--- src/rtl/bp_pkg.sv ---
// Shared types for the gshare predictor: 2-bit counter states, reset value and
// BTB entry layout.
package bp_pkg;

    localparam int unsigned BP_PC_W = 5;

    typedef enum logic [1:0] {
        SNT = 2'b00,
        WNT = 2'b01,
        WT  = 2'b10,
        ST  = 2'b11
    } ctr_t;

    localparam logic [1:0] PHT_INIT = 2'b01;

    typedef struct packed {
        logic               valid;
        logic [BP_PC_W-1:0] target;
    } btb_entry_t;

endpackage

--- src/rtl/sat_counter_2b.sv ---
// Next-state function of a 2-bit saturating direction counter.
module sat_counter_2b
    import bp_pkg::*;
(
    input  logic taken,
    input  ctr_t cur,
    output ctr_t nxt
);

    logic [1:0] cur_v;

    always_comb begin
        cur_v = cur;
        nxt   = cur;
        if (taken) begin
            if (cur != ST) nxt = ctr_t'(cur_v + 2'd1);
        end else begin
            if (cur != SNT) nxt = ctr_t'(cur_v - 2'd1);
        end
    end

endmodule

--- src/rtl/gshare_branch_predictor.sv ---
// Fetch-stage gshare direction predictor with a direct-mapped BTB and a
// speculatively shifted global history register repaired from execute.
module gshare_branch_predictor #(
    parameter int unsigned PC_W     = bp_pkg::BP_PC_W,
    parameter int unsigned GHR_W    = PC_W,
    parameter logic [1:0]  PHT_INIT = bp_pkg::PHT_INIT
) (
    input  logic             clk,
    input  logic             reset,
    input  logic             stall,
    input  logic [PC_W-1:0]  PC_F,
    output logic             prediction_F,
    output logic [PC_W-1:0]  BTA_F,
    output logic [GHR_W-1:0] ghr_F,
    output logic             btb_hit_F,
    input  logic             update_E,
    input  logic [PC_W-1:0]  PC_E,
    input  logic [GHR_W-1:0] ghr_E,
    input  logic             taken_E,
    input  logic [PC_W-1:0]  target_E,
    input  logic             mispredict_E
);

    import bp_pkg::*;

    localparam int unsigned DEPTH = 2 ** PC_W;

    ctr_t             pht_q [DEPTH];
    btb_entry_t       btb_q [DEPTH];
    logic [GHR_W-1:0] ghr_q, ghr_d;

    logic [PC_W-1:0]  idx_F, idx_E;
    btb_entry_t       btb_rd;
    ctr_t             pht_rd;
    ctr_t             pht_upd_cur, pht_upd_nxt;
    logic             repair;

    assign idx_F  = PC_F ^ ghr_q;
    assign idx_E  = PC_E ^ ghr_E;
    assign btb_rd = btb_q[PC_F];
    assign pht_rd = pht_q[idx_F];

    assign btb_hit_F    = btb_rd.valid;
    assign prediction_F = btb_rd.valid & pht_rd[1];
    assign BTA_F        = btb_rd.target;
    assign ghr_F        = ghr_q;

    assign pht_upd_cur = pht_q[idx_E];

    sat_counter_2b u_sat (
        .taken (taken_E),
        .cur   (pht_upd_cur),
        .nxt   (pht_upd_nxt)
    );

    // Repair wins over both stall and the speculative shift.
    assign repair = update_E & mispredict_E;

    always_comb begin
        ghr_d = ghr_q;
        if (repair) begin
            ghr_d = {ghr_E[GHR_W-2:0], taken_E};
        end else if (btb_hit_F && !stall) begin
            ghr_d = {ghr_q[GHR_W-2:0], prediction_F};
        end
    end

    always_ff @(posedge clk) begin
        if (!reset) begin
            ghr_q <= '0;
            for (int unsigned i = 0; i < DEPTH; i++) begin
                pht_q[i] <= ctr_t'(PHT_INIT);
                btb_q[i] <= '0;
            end
        end else begin
            ghr_q <= ghr_d;
            if (update_E) begin
                pht_q[idx_E] <= pht_upd_nxt;
                if (taken_E) begin
                    btb_q[PC_E] <= '{valid: 1'b1, target: target_E};
                end
            end
        end
    end

endmodule

--- config.mk ---
export PLATFORM = sky130hd
export DESIGN_NAME = gshare_branch_predictor
export DESIGN_NICKNAME = d
export VERILOG_FILES = /design/src/rtl/bp_pkg.sv /design/src/rtl/sat_counter_2b.sv /design/src/rtl/gshare_branch_predictor.sv
export SDC_FILE = /design/constraint.sdc
export NUM_CORES = 1
export LEC_CHECK = 0
export ABC_CLOCK_PERIOD_IN_PS = 4400
export BUFFER_PORTS_ARGS = -buffer_cell sky130_fd_sc_hd__buf_2
export CORE_ASPECT_RATIO = 0.8
export CORE_MARGIN = 2
export CORE_UTILIZATION = 45
export CTS_BUF_LIST = sky130_fd_sc_hd__clkbuf_8
export CTS_CLUSTER_DIAMETER = 60
export CTS_CLUSTER_SIZE = 12
export DETAILED_ROUTE_END_ITERATION = 16
export PLACE_DENSITY_LB_ADDON = 0.08
export SKIP_LAST_GASP = 1
export SLEW_MARGIN = 20
export SYNTH_ARGS = -nofsm -noshare
export SYNTH_HDL_FRONTEND = slang
export SYNTH_SLANG_ARGS = --single-unit
--- constraint.sdc ---
create_clock -name clk -period 4.4 [get_ports clk]
set_clock_uncertainty 0.05 [all_clocks]
set_input_delay 1.1 -clock clk [delete_from_list [all_inputs] [get_ports clk]]
set_output_delay 1.1 -clock clk [all_outputs]
set_load 0.05 [all_outputs]
======== After elaboration in Yosys (flattened, before gate mapping) ========
Memory sizes are Yosys's and may differ from the RTL's.
Cells that the tools add are included.
storage, ports and cells
  flip-flop bits (word level) ............. 5
  bits in latches ......................... 0
  RAM bits ................................ 256
  ROM bits ................................ 0
  memories ................................ 2
memory list
  memory  words  bits a word  rd ports  clocked after memory_dff  write ports  RTL line                       source
  btb_q   32     6            1         0                         32           gshare_branch_predictor.sv:29  btb_entry_t btb_q [DEPTH];
  pht_q   32     2            2         0                         32           gshare_branch_predictor.sv:28  ctr_t pht_q [DEPTH];
operators by class
  add/sub/neg operators ................... 2
  multipliers ............................. 0
  div/mod/pow operators ................... 0
  $lt $le $gt $ge ......................... 0
  eq/ne operators ......................... 1
  shifts and indexed selects .............. 0
  mux-type cells .......................... 19
  bitwise logic cells ..................... 4
  reduce and logical (&&, ||, !) cells .... 6
operators by type and width
  operator               number
  $mux W5                4
  $mux W1                10
  $xor A5 B5 Y5          2
  $mux W2                4
  $mux W6                1
  $reduce_or A6 Y1       1
  $reduce_bool A2 Y1     2
  $add A2 B1 Y2 const B  1
  $and A1 B1 Y1          2
  $ne A2 B2 Y1 const B   1
  $reduce_or A2 Y1       1
  $sub A2 B1 Y2 const B  1
  $logic_and A1 B1 Y1    1
  $logic_not A1 Y1       1

======== Logic depth before layout (Yosys ltp) ========
  depth after elaboration ................. 6
  depth in mapped cells ................... 11
  mapped depth without buffers ............ 7

======== Cells and area by module ========
Synthesis repeated with hierarchy kept, for this count alone.
second synthesis, totals
  cells, all modules ...................... 923
  area, all modules ....................... 12,710.9 µm²
modules (own cells, without submodules)
  module                   instances  cells each  area each (µm²)
  gshare_branch_predictor  1          920         12,684.7
  sat_counter_2b           1          3           26.3

======== Worst setup path before layout ========
Ideal clock, no wire load.
  path type ............................... input -> output
  start point ............................. input PC_F[1]
  end point ............................... output prediction_F
  arrival ................................. 4,173 ps
  path slack .............................. -923 ps
  stages .................................. 6
  path buffers ............................ 1
  cells stage by stage .................... buf_4 xor2_1 mux4_2 mux2i_1 mux4_2 nor4b_1
on the way
  longest elaborated chain between the ends .. 3
ends and longest elaborated chain
  item               RTL line                       source
  from (decl)        gshare_branch_predictor.sv:11  input logic [PC_W-1:0] PC_F,
  $xor A5 B5 Y5      gshare_branch_predictor.sv:38  assign idx_F = PC_F ^ ghr_q;
  $mem_v2 Z32 W2     -
  $and A1 B1 Y1 (*)  gshare_branch_predictor.sv:44  assign prediction_F = btb_rd.valid & pht_rd[1];
  to (decl)          gshare_branch_predictor.sv:12  output logic prediction_F,
Every way passes the cells marked *; elsewhere a longest branch is shown, timed or not.

======== Worst setup path after layout ========
  start point ............................. input PC_F[0]
  end point ............................... output BTA_F[4]
on the way
  longest elaborated chain between the ends .. 1
ends and longest elaborated chain
  item            RTL line                       source
  $mem_v2 Z32 W6  -
  to (decl)       gshare_branch_predictor.sv:13  output logic [PC_W-1:0] BTA_F,
No other way between the ends.

==> results.tsv <==
stage	metric	value	unit
status	status	completed	
setup_path	cp.arrival	3170	ps
cts	htree_levels	1	
floorplan	die_w	195	um
detailed_routing	via_per_inst	5.85	
global_route	antenna_found_initial	2	
sta	hold_viol_final	0	
setup_path	worstSetupPathType	in2out	
min_path	min_path_type	reg2reg	
synth	yosysUniqueCellTypes	55	
synth	syn_area	13200	um^2
synth	yosysSeqAreaShare	56.6	%
layout	n_fill_cell	2505	
global_route	grt_max_degree	52	
cts	clock-root-buffer	clkbuf_8	
global_route	grt_pass1_vias	8310	
layout	fin_util	50.3	%
placed_design	io_buffers	37	
sta	worst_pin_slew	807	ps
sta	fmax	0.232	GHz
detailed_routing	drc	0	
placed_design	hpwl	24100	um
detailed_routing	postRouteAntennaNets	0	
cts	clkSinkCount	261	
synth	synth_area_per_cell	13.3	um^2
floorplan	die-area	30700	um^2
min_path	hold_path.startpoint	btb_q[26][5]$_SDFFE_PP1N_	
setup_path	r2r-end	pht_q[1][1]$_SDFFCE_PN0P_	
global_route	overflow	0	
detailed_routing	dr_total_vias	8434	
power_and_ir_drop	p_per_area	353	nW/um^2
placed_design	place.gp.congestion	0.839	
synth	synth_edf_count	224	
cts	cts.path.max_buffers	3	
global_route	gr-usage-met1	35.0	%
setup_path	crit_required	3250	ps
layout	stdcell_count	1442	
synth	async_flop_share	0	%
run	cap_violations	0	
layout	syn_to_final_growth	10.9	%
synth	yosysTopAreaCellShare	51.0	%
synth	yosysMostFrequentCell	edfxtp_1	
detailed_routing	drt_iter0_markers	655	
detailed_routing	firstDrtPassIters	7	
floorplan	chipHeight	157	um
synth	ys_top_cells_by_area	edfxtp_1, mux4_2, and2_1	
sta	period_needed	4320	ps
global_route	grt_util_met3	3.92	%
min_path	hold_end	btb_q[26][5]$_SDFFE_PP1N_	
detailed_routing	wl	35400	um
synth	yosysWarnings	0	
sta	fin_crit_sh	98.2	%
layout	layout-drive-gt1-share	25.2	%
setup_path	startpoint_type	input pin	
detailed_routing	wl_per_cell	24.5	um
setup_path	cp_max_fo	23	
setup_path	r2r_start	pht_q[21][1]$_SDFFCE_PN0P_	
cts	clk_latency	580	ps
synth	synth_top_area_cell	edfxtp_1	
synth	synth_cells	991	
sta	setup_viol	0	
floorplan	core	29100	um^2
synth	syn-num-nets	1017	
global_route	grt_use_total	23.6	%
min_path	holdPathStages	1	
sta	hold_ws	406	ps
setup_path	r2r_slack	1710	ps
layout	nets	1072	
cts	cts_tree	done	
synth	synth-seq-cells	261	
setup_path	worst_r2r_path_depth	6	
floorplan	start_util	45.4	%
floorplan	rows	56	
floorplan	ios	38	
global_route	grt_busiest_layer	met2	
cts	cts_buffers	26	
global_route	grt_pass1_wl	53600	um
sta	slew_violations	0	
power_and_ir_drop	p_leak	5.33	nW
global_route	use_met2	36.9	%
setup_path	cp-end-kind	primary output	
sta	tns	0	ps
synth	synth_commonest_cells	edfxtp_1, and2_1, nand2_1	
power_and_ir_drop	peakVddDrop	196	uV
placed_design	dp.cells	1393	
cts	path_clk_slew	80	ps
synth	ys.flop_type	edfxtp_1	
sta	rsz0062_at_grt	false	
sta	slew_headroom	45.6	%
## worst max path at each step
stage                 start            to  cells after the start
floorplan           PC_F[2]     btb_hit_F                      4
global placement    PC_F[0]  prediction_F                      7
detailed placement  PC_F[0]  prediction_F                      7
CTS                 PC_F[1]     btb_hit_F                      8
global route        PC_F[0]      BTA_F[2]                      6
finish              PC_F[0]      BTA_F[4]                      6
## state kept, by name, indices dropped and copies added (netlist names)
| register | count |
|---|---|
| btb_q | 192 |
| pht_q | 64 |
| ghr_F | 5 |
## layout make-up
cell class                 instances  area, um^2  share of cell area [%]
sequential                       261        7470                    51.0
multi-input combinational        644        5370                    36.7
timing repair buffer             108         826                    5.64
tap                              377         472                    3.22
clock buffer                      30         413                    2.82
clock inverter                    16        63.8                   0.436
inverter                           5        18.8                   0.128
antenna                            1        2.50                  0.0171
## per-stage QoR
step	area [um^2]	worst slack, ps	total power, mW
after global placement	14100	-35.0	3.74
after floorplan	13200	-47.5	3.43
after detailed placement	14100	-98.5	3.74
after CTS	14600	28.5	5.19
after global routing	14600	0.124	5.36
final	14600	81.3	5.17
## worst max-delay path, cell delays in order
cell	delay, ps
buf_4	190
buf_16	240
mux4_2	570
mux4_2	530
mux2_2	290
buf_2	210
## per-layer routing
layer	vias up	share of wire [%]	routed length, um
li1	3857	-	-
met1	4277	47	16500
met2	253	45	16100
met3	45	6.0	2120
met4	2	2.0	699
met5	-	0.045	16
## cells in the final DEF, fill, tap and decap left out, types with 3 or more instances in the layout
cell      instances
nor3_1           27
buf_12            5
nand2_1          80
o22ai_1           5
xnor2_1           4
dfxtp_1          37
clkinv_2          3
a21oi_1          13
mux2i_1          23
o21ai_1           3
buf_4            66
nor2_1           50
xor2_1            7
o21ai_0          39
o31ai_1           4
a211oi_1          6
edfxtp_1        224
nor4_1           20
a21oi_2          30
clkbuf_8         30
nand3_1           6
mux4_1            4
mux2_2            7
a21o_1           32
and2_1          161
o311ai_1         12
nand3b_1          4
mux4_2           72
buf_2            35
inv_1            18
## repair_timing
action / 4_1_cts / 5_1_grt
endpoints found under the setup margin: 3 / 5
setup buffers: 0 / 1
hold buffers: 0 / 0
gates resized for setup: 2 / 2
pin swaps: 0 / 0
gates cloned: 1 / 0
## where the power goes
group | total, mW | switching (mW) | internal, mW
sequential | 2.83 | 0.0519 | 2.78
combinational | 0.864 | 0.545 | 0.319
clock | 1.47 | 0.853 | 0.621
## cells by family (layout without fill, tap and decap cells)
family / Yosys count / after routing / synth area share (%)
compound gates: 159 / 159 / 8.53
mux: 107 / 107 / 15.5
simple gates: 363 / 363 / 15.0
xor+xnor: 15 / 15 / 1.17
flops: 261 / 261 / 56.6
buf+inv: 86 / 159 / 3.17
other cells: 0 / 1 / 0
(Power assumes the default switching activity.)
